`src/rtl/ext_mem_arbiter_pkg.sv`:
```
`default_nettype none
// ============================================================================
//  Module   : ext_mem_arbiter_pkg
//  Purpose  : Shared memory-system constants for the external memory arbiter:
//             state and owner encodings, default tuning values and the
//             arbitration helper used in the IDLE state.
//  Revision : 1.0 - initial release
// ============================================================================
package ext_mem_arbiter_pkg;

    // Arbiter sequencing states
    typedef enum logic [1:0] {
        ST_IDLE   = 2'd0,
        ST_BUSY_I = 2'd1,
        ST_BUSY_D = 2'd2,
        ST_DONE   = 2'd3
    } state_t;

    // Which requester owns the external port
    typedef enum logic {
        OWN_I = 1'b0,
        OWN_D = 1'b1
    } owner_t;

    // Default tuning values
    localparam int DEF_D_STREAK_MAX   = 4;
    localparam int DEF_TIMEOUT_CYCLES = 64;

    // Counter widths
    localparam int STREAK_W = 4;
    localparam int TMO_W    = 8;

    // Data side wins unless the instruction side is waiting and the data side
    // has already used up its allowance of consecutive grants.
    function automatic owner_t pick_owner(
        input logic                ireq,
        input logic                dreq,
        input logic [STREAK_W-1:0] streak,
        input logic [STREAK_W-1:0] limit
    );
        if (dreq && (!ireq || (streak < limit))) begin
            return OWN_D;
        end
        return OWN_I;
    endfunction

endpackage
`default_nettype wire

```
`src/rtl/ext_mem_arbiter_timeout.sv`:
```
`default_nettype none
// ============================================================================
//  Module   : mem_timeout_counter
//  Purpose  : 8-bit saturating cycle counter that watches a BUSY state and
//             flags expiry when LIMIT-1 cycles have elapsed since load.
//  Revision : 1.0 - initial release
// ============================================================================
module mem_timeout_counter
    import ext_mem_arbiter_pkg::*;
#(
    parameter int LIMIT = DEF_TIMEOUT_CYCLES
) (
    input  logic clk,
    input  logic rst,
    input  logic load,
    input  logic enable,
    output logic expired
);

    localparam logic [TMO_W-1:0] LAST_COUNT = TMO_W'(LIMIT - 1);
    localparam logic [TMO_W-1:0] SAT_COUNT  = {TMO_W{1'b1}};

    logic [TMO_W-1:0] count;

    // Load clears the count; enable advances it and it parks at all-ones.
    always_ff @(posedge clk or negedge rst) begin
        if (!rst) begin
            count <= '0;
        end else if (load) begin
            count <= '0;
        end else if (enable && (count != SAT_COUNT)) begin
            count <= count + TMO_W'(1);
        end
    end

    // Expiry is seen on the edge that would complete the LIMIT-th busy cycle.
    assign expired = (count == LAST_COUNT);

endmodule
`default_nettype wire

```
`src/rtl/ext_mem_arbiter.sv`:
```
`default_nettype none
// ============================================================================
//  Module   : ext_mem_arbiter
//  Purpose  : Shares the single external memory port between the instruction
//             refill path and the data load/store path. Registered
//             request/ack handshake, fixed data priority with an instruction
//             starvation guard, and a response timeout that aborts a stalled
//             transfer with a bus_error pulse.
//  Revision : 1.0 - initial release
// ============================================================================
module ext_mem_arbiter
    import ext_mem_arbiter_pkg::*;
#(
    parameter int WORD_SIZE      = 32,
    parameter int D_STREAK_MAX   = DEF_D_STREAK_MAX,
    parameter int TIMEOUT_CYCLES = DEF_TIMEOUT_CYCLES
) (
    input  logic                 clk,
    input  logic                 rst,

    input  logic                 i_req,
    input  logic [31:0]          i_addr,
    output logic                 i_ack,
    output logic [WORD_SIZE-1:0] i_rdata,

    input  logic                 d_req,
    input  logic                 d_we,
    input  logic [31:0]          d_addr,
    input  logic [WORD_SIZE-1:0] d_wdata,
    output logic                 d_ack,
    output logic [WORD_SIZE-1:0] d_rdata,

    output logic [31:0]          mem_addr,
    output logic [WORD_SIZE-1:0] data_in,
    input  logic [WORD_SIZE-1:0] data_out,
    output logic                 en_ext_mem_re,
    output logic                 en_ext_mem_wr,
    input  logic                 mem_ready,

    output logic                 bus_error,
    output logic                 busy
);

    localparam logic [STREAK_W-1:0] STREAK_LIMIT = STREAK_W'(D_STREAK_MAX);

    state_t              state;
    logic [STREAK_W-1:0] streak;
    logic                we;
    logic                tmo_expired;
    logic                in_busy;
    owner_t              winner;

    assign in_busy = (state == ST_BUSY_I) || (state == ST_BUSY_D);
    assign winner  = pick_owner(i_req, d_req, streak, STREAK_LIMIT);

    // Counter is held cleared while idle so it starts at zero on BUSY entry.
    mem_timeout_counter #(
        .LIMIT (TIMEOUT_CYCLES)
    ) u_timeout (
        .clk     (clk),
        .rst     (rst),
        .load    (state == ST_IDLE),
        .enable  (in_busy),
        .expired (tmo_expired)
    );

    // Arbitration, transfer sequencing and all registered outputs.
    always_ff @(posedge clk or negedge rst) begin
        if (!rst) begin
            state         <= ST_IDLE;
            streak        <= '0;
            we            <= 1'b0;
            i_ack         <= 1'b0;
            i_rdata       <= '0;
            d_ack         <= 1'b0;
            d_rdata       <= '0;
            mem_addr      <= '0;
            data_in       <= '0;
            en_ext_mem_re <= 1'b0;
            en_ext_mem_wr <= 1'b0;
            bus_error     <= 1'b0;
            busy          <= 1'b0;
        end else begin
            // Completion pulses last exactly one cycle.
            i_ack     <= 1'b0;
            d_ack     <= 1'b0;
            bus_error <= 1'b0;

            case (state)
                ST_IDLE: begin
                    if (i_req || d_req) begin
                        busy <= 1'b1;
                        if (winner == OWN_D) begin
                            state         <= ST_BUSY_D;
                            mem_addr      <= d_addr;
                            data_in       <= d_wdata;
                            we            <= d_we;
                            en_ext_mem_re <= ~d_we;
                            en_ext_mem_wr <= d_we;
                            // Only grants that overtake a waiting fetch count.
                            streak        <= i_req ? (streak + STREAK_W'(1)) : '0;
                        end else begin
                            state         <= ST_BUSY_I;
                            mem_addr      <= i_addr;
                            data_in       <= '0;
                            we            <= 1'b0;
                            en_ext_mem_re <= 1'b1;
                            en_ext_mem_wr <= 1'b0;
                            streak        <= '0;
                        end
                    end else begin
                        streak <= '0;
                    end
                end

                ST_BUSY_I, ST_BUSY_D: begin
                    // A response on the final count still completes normally.
                    if (mem_ready || tmo_expired) begin
                        state         <= ST_DONE;
                        en_ext_mem_re <= 1'b0;
                        en_ext_mem_wr <= 1'b0;
                        bus_error     <= ~mem_ready;
                        if (state == ST_BUSY_I) begin
                            i_ack   <= 1'b1;
                            i_rdata <= mem_ready ? data_out : '0;
                        end else begin
                            d_ack   <= 1'b1;
                            d_rdata <= (mem_ready && !we) ? data_out : '0;
                        end
                    end
                end

                ST_DONE: begin
                    // Requests are not looked at here; the requester is
                    // dropping its line in response to the ack.
                    state <= ST_IDLE;
                    busy  <= 1'b0;
                end

                default: begin
                    state <= ST_IDLE;
                    busy  <= 1'b0;
                end
            endcase
        end
    end

endmodule
`default_nettype wire
```
`config.mk`:
```
export PLATFORM = sky130hd
export DESIGN_NAME = ext_mem_arbiter
export DESIGN_NICKNAME = d
export VERILOG_FILES = /design/src/rtl/ext_mem_arbiter_pkg.sv /design/src/rtl/ext_mem_arbiter_timeout.sv /design/src/rtl/ext_mem_arbiter.sv
export SDC_FILE = /design/constraint.sdc
export NUM_CORES = 1
export LEC_CHECK = 0
export CELL_PAD_IN_SITES_DETAIL_PLACEMENT = 1
export CELL_PAD_IN_SITES_GLOBAL_PLACEMENT = 2
export CORE_AREA = 2 2 164 166
export CTS_BUF_LIST = sky130_fd_sc_hd__clkbuf_2
export DETAILED_ROUTE_END_ITERATION = 10
export DIE_AREA = 0 0 166 168
export MAX_ROUTING_LAYER = met4
export PLACE_DENSITY_LB_ADDON = 0.1
export SYNTH_ARGS = -nofsm -noshare
export SYNTH_HDL_FRONTEND = slang
export SYNTH_HIERARCHICAL = 1
export SYNTH_SLANG_ARGS = --single-unit
```
`constraint.sdc`:
```
create_clock -name clk -period 3 [get_ports clk]
set_input_delay 0.9 -clock clk [delete_from_list [all_inputs] [get_ports clk]]
set_output_delay 0.9 -clock clk [all_outputs]
set_load 0.05 [all_outputs]
```
==> results.rst, run 1 <==
.. list-table::
   :header-rows: 1

   * - Metric
     - Value
   * - Signal arrival time at the worst endpoint
     - 1.94 ns
   * - Reg-to-Reg End
     - d_rdata[16]
   * - Total of max-cap violations
     - 0
   * - Total Neg Setup Slack
     - 0 ns
   * - Final worst path period need
     - between 2 and 3 ns
   * - Setup violators final
     - 0
   * - Count of standard-cell rows
     - 60
   * - Rel. slew slack
     - between 60% and 70%
   * - Max frequency
     - around 0.35 GHz
   * - Via total after detailed routing
     - between 6,000 and 7,000
   * - Maximum buffer depth of the clock tree
     - 2
   * - Wire length of the first global-routing pass
     - roughly 37,000 µm
   * - Maximum fanout along the worst path
     - 2
   * - Placed Cells incl. Taps
     - roughly 1,300
   * - Clock Pin Slew Worst Setup and Hold Paths
     - 0.29 ns
   * - CP Launch Point
     - i_rdata[28]
   * - Worst-Margin Slew
     - roughly 0.58 ns
   * - Detailed router's first-iteration violation count
     - slightly above 300
   * - Final hold violation count
     - 0
   * - Area inside the core boundary
     - between 0.02 and 0.03 mm²
   * - X dimension of the die
     - ~170 µm
   * - Buffers added on ports
     - 267
   * - Critical path depth in cells
     - 1
   * - Crit path capture type
     - output port
   * - Final non-filler cell total
     - between 1,000 and 1,500
   * - Critical Path Max Stage Delay
     - roughly 0.80 ns
   * - Count of mapped cells out of synthesis
     - between 700 and 800
   * - Top cells by area in the synthesized netlist
     - sky130_fd_sc_hd__dfrtp_1, sky130_fd_sc_hd__nand2_1, sky130_fd_sc_hd__o21ai_1
   * - Count of fill cells added during filler insertion
     - roughly 3,000
   * - Required arrival time at the worst endpoint
     - between 2 and 2.5 ns
   * - Timing endpoint of the critical path
     - i_rdata[28]
   * - Post-synthesis average cell area
     - between 9 and 10 µm²
   * - Antenna-violating nets left
     - 0
   * - Sequential element share of the synthesized area
     - between 50% and 60%
   * - Flop and latch count out of synthesis
     - about 150
   * - Met1 track demand over resource
     - 22.2%
   * - Final nets
     - around 1,100
   * - Min-delay worst type
     - flip-flop to flip-flop
   * - Clock tree skew after final layout
     - 0.0551 ns
   * - Clock tree from TritonCTS
     - yes
   * - Weighted congestion reported at the end of routability-driven placement
     - 0.733
   * - Maximum number of pins on one net before global-route repair
     - 73
   * - Clock buffers created by TritonCTS
     - 17
   * - Clock root buffer
     - sky130_fd_sc_hd__clkbuf_2
   * - Nature of the critical path startpoint
     - flip-flop
   * - Antenna violations before repair
     - 1
   * - Share of the synthesized area in the top cell type
     - 55.6%
   * - Critical path buffers and inverters
     - 1
   * - Final count of pins violating max slew
     - 0
   * - Synth area leader
     - sky130_fd_sc_hd__dfrtp_1
   * - Warning count from the yosys run
     - 6
   * - Instance count along the most critical hold path
     - 2
   * - Initial Utilization
     - between 20% and 30%
   * - Detailed-route wire length per cell
     - 17.8 µm
   * - DRT Wirelength
     - 23,500 µm
   * - Synthesized netlist net count
     - 853
   * - Detailed placer's ending HPWL
     - around 16,000 µm
   * - Worst reg2reg path depth
     - 8
   * - Number of global-route vias before repair
     - approximately 6,600
   * - Post-CTS setup repair buffer count
     - 0
   * - Global routing's busiest layer
     - met2
   * - Via-per-instance ratio
     - between 4 and 5
   * - Level count of the clock H-tree
     - 4
   * - Total DRC errors in the routed layout
     - 0
   * - Met2 layer usage reported by global route
     - between 20% and 30%
   * - First-pass detailed-route iteration total
     - 4
   * - Power per standard cell area
     - between 1000 and 1500 mW/mm²
   * - Count of pins on the block boundary
     - around 270
   * - Area enclosed by the die boundary
     - 0.0279 mm²
   * - Dominant delay contributor by cell family on the critical path
     - buffers and inverters
   * - Cell area after synthesis
     - around 0.0067 mm²
   * - Leakage power of the design
     - about 5.3 nW
   * - Worst flop-to-flop path startpoint
     - u_timeout/count[0]
   * - Outcome
     - complete, no violations
   * - Ordered list of cells on the worst path
     - clkdlybuf4s50_1
   * - Maximum resistive drop on vdd
     - around 0.46 mV
   * - Reg-to-reg slack, setup
     - roughly 0.52 ns
   * - Cell with the biggest individual delay on the critical path
     - sky130_fd_sc_hd__clkdlybuf4s50_1
   * - Layout cells sized above 1
     - 10.4%
   * - Y dimension of the die
     - approximately 170 µm
   * - Distinct cell type count after synthesis
     - 45
   * - Setup repair after global routing missed its margin
     - false
   * - Share of the cycle needed by the critical path after routing
     - 94.5%
   * - Met3 usage
     - about 5.3%
   * - Global-route total usage across every layer
     - 17.5%
   * - Aggregate global routing overflow
     - 0
   * - Worst-skew pair later-pin latency
     - 0.72 ns
   * - CTS Sinks
     - ~150
   * - Type of the worst setup path
     - flip-flop to output port
   * - Relative area change from synthesis to final layout
     - 52.1%
## flip-flops by register name, indices dropped and copies added (netlist names), 2 cells and up
register / count
d_rdata: 32
state: 2
data_in: 32
u_timeout/count: 8
mem_addr: 32
streak: 4
i_rdata: 32
## where the power goes
part           total [mW]  internal (mW)  switching, mW
clock network        1.24          0.403          0.836
registers            3.24           2.81          0.427
logic                6.86           2.21           4.65
## layout make-up
| type | instances | area, µm² | area share (%) |
|---|---|---|---|
| Sequential cell | 149 | 3730 | 36.5 |
| Timing Repair Buffer | 287 | 3100 | 30.3 |
| Multi-Input combinational cell | 497 | 2680 | 26.2 |
| Tap cell | 341 | 427 | 4.18 |
| Clock inverter | 13 | 146 | 1.43 |
| Clock buffer | 19 | 95.1 | 0.932 |
| Inverter | 9 | 33.8 | 0.331 |
| Antenna cell | 2 | 5.00 | 0.0490 |
## cell usage in the layout, fill, tap and decap left out, drive strengths merged, types with 6 or more instances in the layout
master         netlist  layout
buf                 35      20
o211ai              33      33
clkdlybuf4s50        0     188
nand2              229     229
dfrtp              149     149
o21ai              134     134
dlymetal6s2s         0      78
inv                  9      15
nand4               34      34
nor2b                7       7
nor2                 7       7
clkbuf              24      19
nand3                6       6
## synthesized netlist by cell type, drive strengths merged
| master | count |
|---|---|
| nor2b | 7 |
| and4 | 1 |
| a211oi | 4 |
| nand2b | 3 |
| o31ai | 3 |
| a21oi | 3 |
| clkbuf | 24 |
| ha | 5 |
| inv | 9 |
| or2 | 1 |
| and3 | 2 |
| nor3b | 2 |
| nor3 | 5 |
| nor2 | 7 |
| and2 | 1 |
| nand4 | 34 |
| o21a | 1 |
| o31a | 1 |
| dfrtp | 149 |
| and3b | 1 |
| mux2i | 2 |
| buf | 35 |
| o22ai | 2 |
| nand2 | 229 |
| o211ai | 33 |
| or3 | 1 |
| mux2 | 4 |
| nand3 | 6 |
| o21ai | 134 |
| a31oi | 3 |
| a22o | 1 |
| a21boi | 1 |
## timing repair
item,in CTS,in global routing
resized for setup,0,78
setup endpoints to repair,0,78
hold buffers,1,0
endpoints found under the hold margin,27,0
## cells by family (layout without fill, tap and decap cells)
logic type / Yosys count / after routing / share of synthesized area, %
simple gates: 300 / 300 / 19.3
compound gates: 186 / 186 / 18.3
flops: 149 / 149 / 55.6
buf+inv: 68 / 328 / 4.85
mux: 6 / 6 / 1.08
fa+ha+maj: 5 / 5 / 0.932
other cells: 0 / 2 / 0
## layer usage
metal	share of wire, %	wire (µm)
met2	48	11200
met1	45	10700
met3	6.3	1480
met5	0	0
met4	0.59	139
## how the worst min path moves through the flow
stage	startpoint	to	slack, ns
2_1_floorplan	we	we	0.46
3_3_place_gp	data_in[10]	data_in[10]	0.47
3_5_place_dp	i_rdata[22]	i_rdata[22]	0.47
4_1_cts	rst	i_ack	0.51
5_1_grt	rst	mem_addr[6]	0.51
6_report	data_in[27]	data_in[27]	0.51
## per-stage QoR
step	util, %	cell area, µm²	worst slack (ns)	hold slack, ns	power [mW]
2_1_floorplan	-	6710	0.909	0.456	7.76
3_5_place_dp	37.0	9760	0.476	0.474	10.3
6_report	38.7	10200	0.164	0.507	11.3
4_1_cts	38.0	10000	0.0180	0.511	11.6
3_3_place_gp	37.0	9760	0.500	0.468	10.3
5_1_grt	38.7	10200	0.00311	0.514	12.1
No activity file was read; power rests on OpenSTA's default activity.
==> run 2: changes to the inputs <==
--- a/config.mk
+++ b/config.mk
@@ -5,6 +5,7 @@
 export SDC_FILE = /design/constraint.sdc
 export NUM_CORES = 1
 export LEC_CHECK = 0
+export CAP_MARGIN = 10
 export CELL_PAD_IN_SITES_DETAIL_PLACEMENT = 1
 export CELL_PAD_IN_SITES_GLOBAL_PLACEMENT = 2
 export CORE_AREA = 2 2 164 166
@@ -13,6 +14,7 @@
 export DIE_AREA = 0 0 166 168
 export MAX_ROUTING_LAYER = met4
 export PLACE_DENSITY_LB_ADDON = 0.1
+export SLEW_MARGIN = 20
 export SYNTH_ARGS = -nofsm -noshare
 export SYNTH_HDL_FRONTEND = slang
 export SYNTH_HIERARCHICAL = 1
==> constraint.sdc (replaced) <==
create_clock -name clk -period 3 [get_ports clk]
set_input_delay 0.9 -clock clk [delete_from_list [all_inputs] [get_ports clk]]
set_output_delay 0.9 -clock clk [all_outputs]
set_load 0.005 [all_outputs]
==> results.rst, run 2 (same netlist as run 1, synthesis figures left out) <==
.. list-table::
   :header-rows: 1

   * - Metric
     - Value
   * - Cell with the biggest individual delay on the critical path
     - sky130_fd_sc_hd__clkdlybuf4s50_1
   * - Clock root buffer
     - sky130_fd_sc_hd__clkbuf_2
   * - Clock tree skew after final layout
     - 0.0537 ns
   * - Global-route total usage across every layer
     - between 10% and 20%
   * - Multi-input logic area
     - ~0.0027 mm²
   * - X dimension of the die
     - 166 µm
   * - Final nets
     - 1,100
   * - Wire length of the first global-routing pass
     - about 37,000 µm
   * - Clock buffers created by TritonCTS
     - 17
   * - Clock Pin Slew Worst Setup and Hold Paths
     - around 0.26 ns
   * - Setup violators final
     - 0
   * - Initial Utilization
     - 25.5%
   * - Y dimension of the die
     - 168 µm
   * - Instance count along the most critical hold path
     - 2
   * - Gates resized, CTS repair
     - 0
   * - Nature of the critical path startpoint
     - flip-flop
   * - Maximum resistive drop on vdd
     - approximately 0.27 mV
   * - Aggregate global routing overflow
     - 0
   * - Area enclosed by the die boundary
     - roughly 0.028 mm²
   * - Power per standard cell area
     - slightly below 900 mW/mm²
   * - Hold wc startpoint
     - data_in[27]
   * - Number of global-route vias before repair
     - 6,622
   * - Final worst path period need
     - about 2.6 ns
   * - Count of pins on the block boundary
     - around 270
   * - Most common cell after layout, fill and taps aside
     - sky130_fd_sc_hd__clkdlybuf4s50_1
   * - CTS Sinks
     - between 100 and 150
   * - Total cell area at the placement stage
     - 0.00976 mm²
   * - Layout cells sized above 1
     - between 10% and 20%
   * - Reg-to-reg slack, setup
     - around 0.52 ns
   * - Worst reg2reg path depth
     - 8
   * - Count of standard-cell rows
     - 60
   * - Level count of the clock H-tree
     - 4
   * - Maximum fanout along the worst path
     - 2
   * - Crit path capture type
     - output port
   * - Total Neg Setup Slack
     - 0 ns
   * - Detailed placer's ending HPWL
     - between 15,000 and 20,000 µm
   * - Share of the cycle needed by the critical path after routing
     - ~85%
   * - Summed area of non-filler cells in the final layout
     - ~0.010 mm²
   * - Via-per-instance ratio
     - ~4.6
   * - Relative area change from synthesis to final layout
     - 49.2%
   * - Rel. slew slack
     - around 65%
   * - Critical Path Max Stage Delay
     - approximately 0.55 ns
   * - Clock tree from TritonCTS
     - yes
   * - Critical path buffers and inverters
     - 1
   * - Total DRC errors in the routed layout
     - 0
   * - Worst-Margin Slew
     - 0.527 ns
   * - Final count of pins violating max slew
     - 0
   * - Signal arrival time at the worst endpoint
     - 1.66 ns
   * - Outcome
     - complete, no violations
   * - Type of the worst setup path
     - flip-flop to output port
   * - Highest-count cells in the layout ignoring fill and taps
     - sky130_fd_sc_hd__clkdlybuf4s50_1, sky130_fd_sc_hd__nand2_1, sky130_fd_sc_hd__dfrtp_1
   * - Maximum buffer depth of the clock tree
     - 2
   * - Buffers added on ports
     - about 270
   * - Ordered list of cells on the worst path
     - clkdlybuf4s50_1
   * - Max frequency
     - slightly below 0.4 GHz
   * - Leakage power of the design
     - about 4.2 nW
   * - Required arrival time at the worst endpoint
     - between 2 and 2.5 ns
   * - Min-delay worst type
     - flip-flop to flip-flop
   * - Area of all sequential standard cells
     - 0.00373 mm²
   * - Antenna-violating nets left
     - 0
   * - Worst-skew pair later-pin latency
     - roughly 0.7 ns
   * - Detailed router's first-iteration violation count
     - around 320
   * - Antenna violations before repair
     - 1
   * - Weighted congestion reported at the end of routability-driven placement
     - 0.733
   * - Detailed-route wire length per cell
     - ~18 µm
   * - Area inside the core boundary
     - approximately 0.026 mm²
   * - First-pass detailed-route iteration total
     - 4
   * - Total of max-cap violations
     - 0
   * - Core utilization of the finished layout
     - 38.0%
   * - Hold-fix buffers at CTS
     - 1
   * - Final hold violation count
     - 0
   * - Capture endpoint of the worst hold path
     - data_in[27]
   * - Post-CTS setup repair buffer count
     - 0
   * - Setup repair after global routing missed its margin
     - false
   * - Worst flop-to-flop path startpoint
     - u_timeout/count[0]
   * - Dominant delay contributor by cell family on the critical path
     - buffers and inverters
   * - Via total after detailed routing
     - between 6,000 and 7,000
   * - DRT Wirelength
     - 23,400 µm
   * - Count of fill cells added during filler insertion
     - 3,001
   * - Reg-to-Reg End
     - d_rdata[16]
   * - CP Launch Point
     - data_in[25]
   * - Maximum number of pins on one net before global-route repair
     - 73
run 2: cell count changes in the layout (fill, tap and decap cells not counted), sizes merged:
cell	before	now
dlymetal6s2s	78	0
clkdlybuf4s50	188	266
run 2: through the flow:
step	hold WS (ns)	setup WS (ns)	total power [mW]	instances
after global placement	0.468	0.500	7.68	1282
after CTS	0.511	0.318	9.01	1315
after global routing	0.514	0.227	9.57	1317
after detailed placement	0.474	0.476	7.73	1282
after floorplan	0.456	0.909	5.19	714
final	0.507	0.441	8.81	1317
run 2: final cells by class:
class,instances,area share [%]
timing repair buffer,287,29.0
sequential,149,37.2
tap,341,4.26
multi-input combinational,497,26.7
clock inverter,13,1.46
inverter,9,0.337
antenna,2,0.0500
clock buffer,19,0.950
run 2: how the worst max path moves through the flow:
stage          depth (start not counted)            end
4_1_cts                                1      bus_error
6_report                               1    data_in[25]
5_1_grt                                1   mem_addr[24]
3_3_place_gp                           5   mem_addr[28]
3_5_place_dp                           5   mem_addr[28]
2_1_floorplan                          8  en_ext_mem_re
run 2: power by group:
group	total, mW	internal (mW)	switching (mW)
clock	1.24	0.402	0.834
sequential	3.26	2.81	0.447
combinational	4.31	2.25	2.06
run 2: layer usage:
layer  up-vias  routed length (µm)  GRT usage [%]
met5         -                   0              -
met3         9                1430           5.31
li1       2923                   -              -
met4         0                 147           3.21
met1      2991               10700           22.2
met2       173               11100           28.0
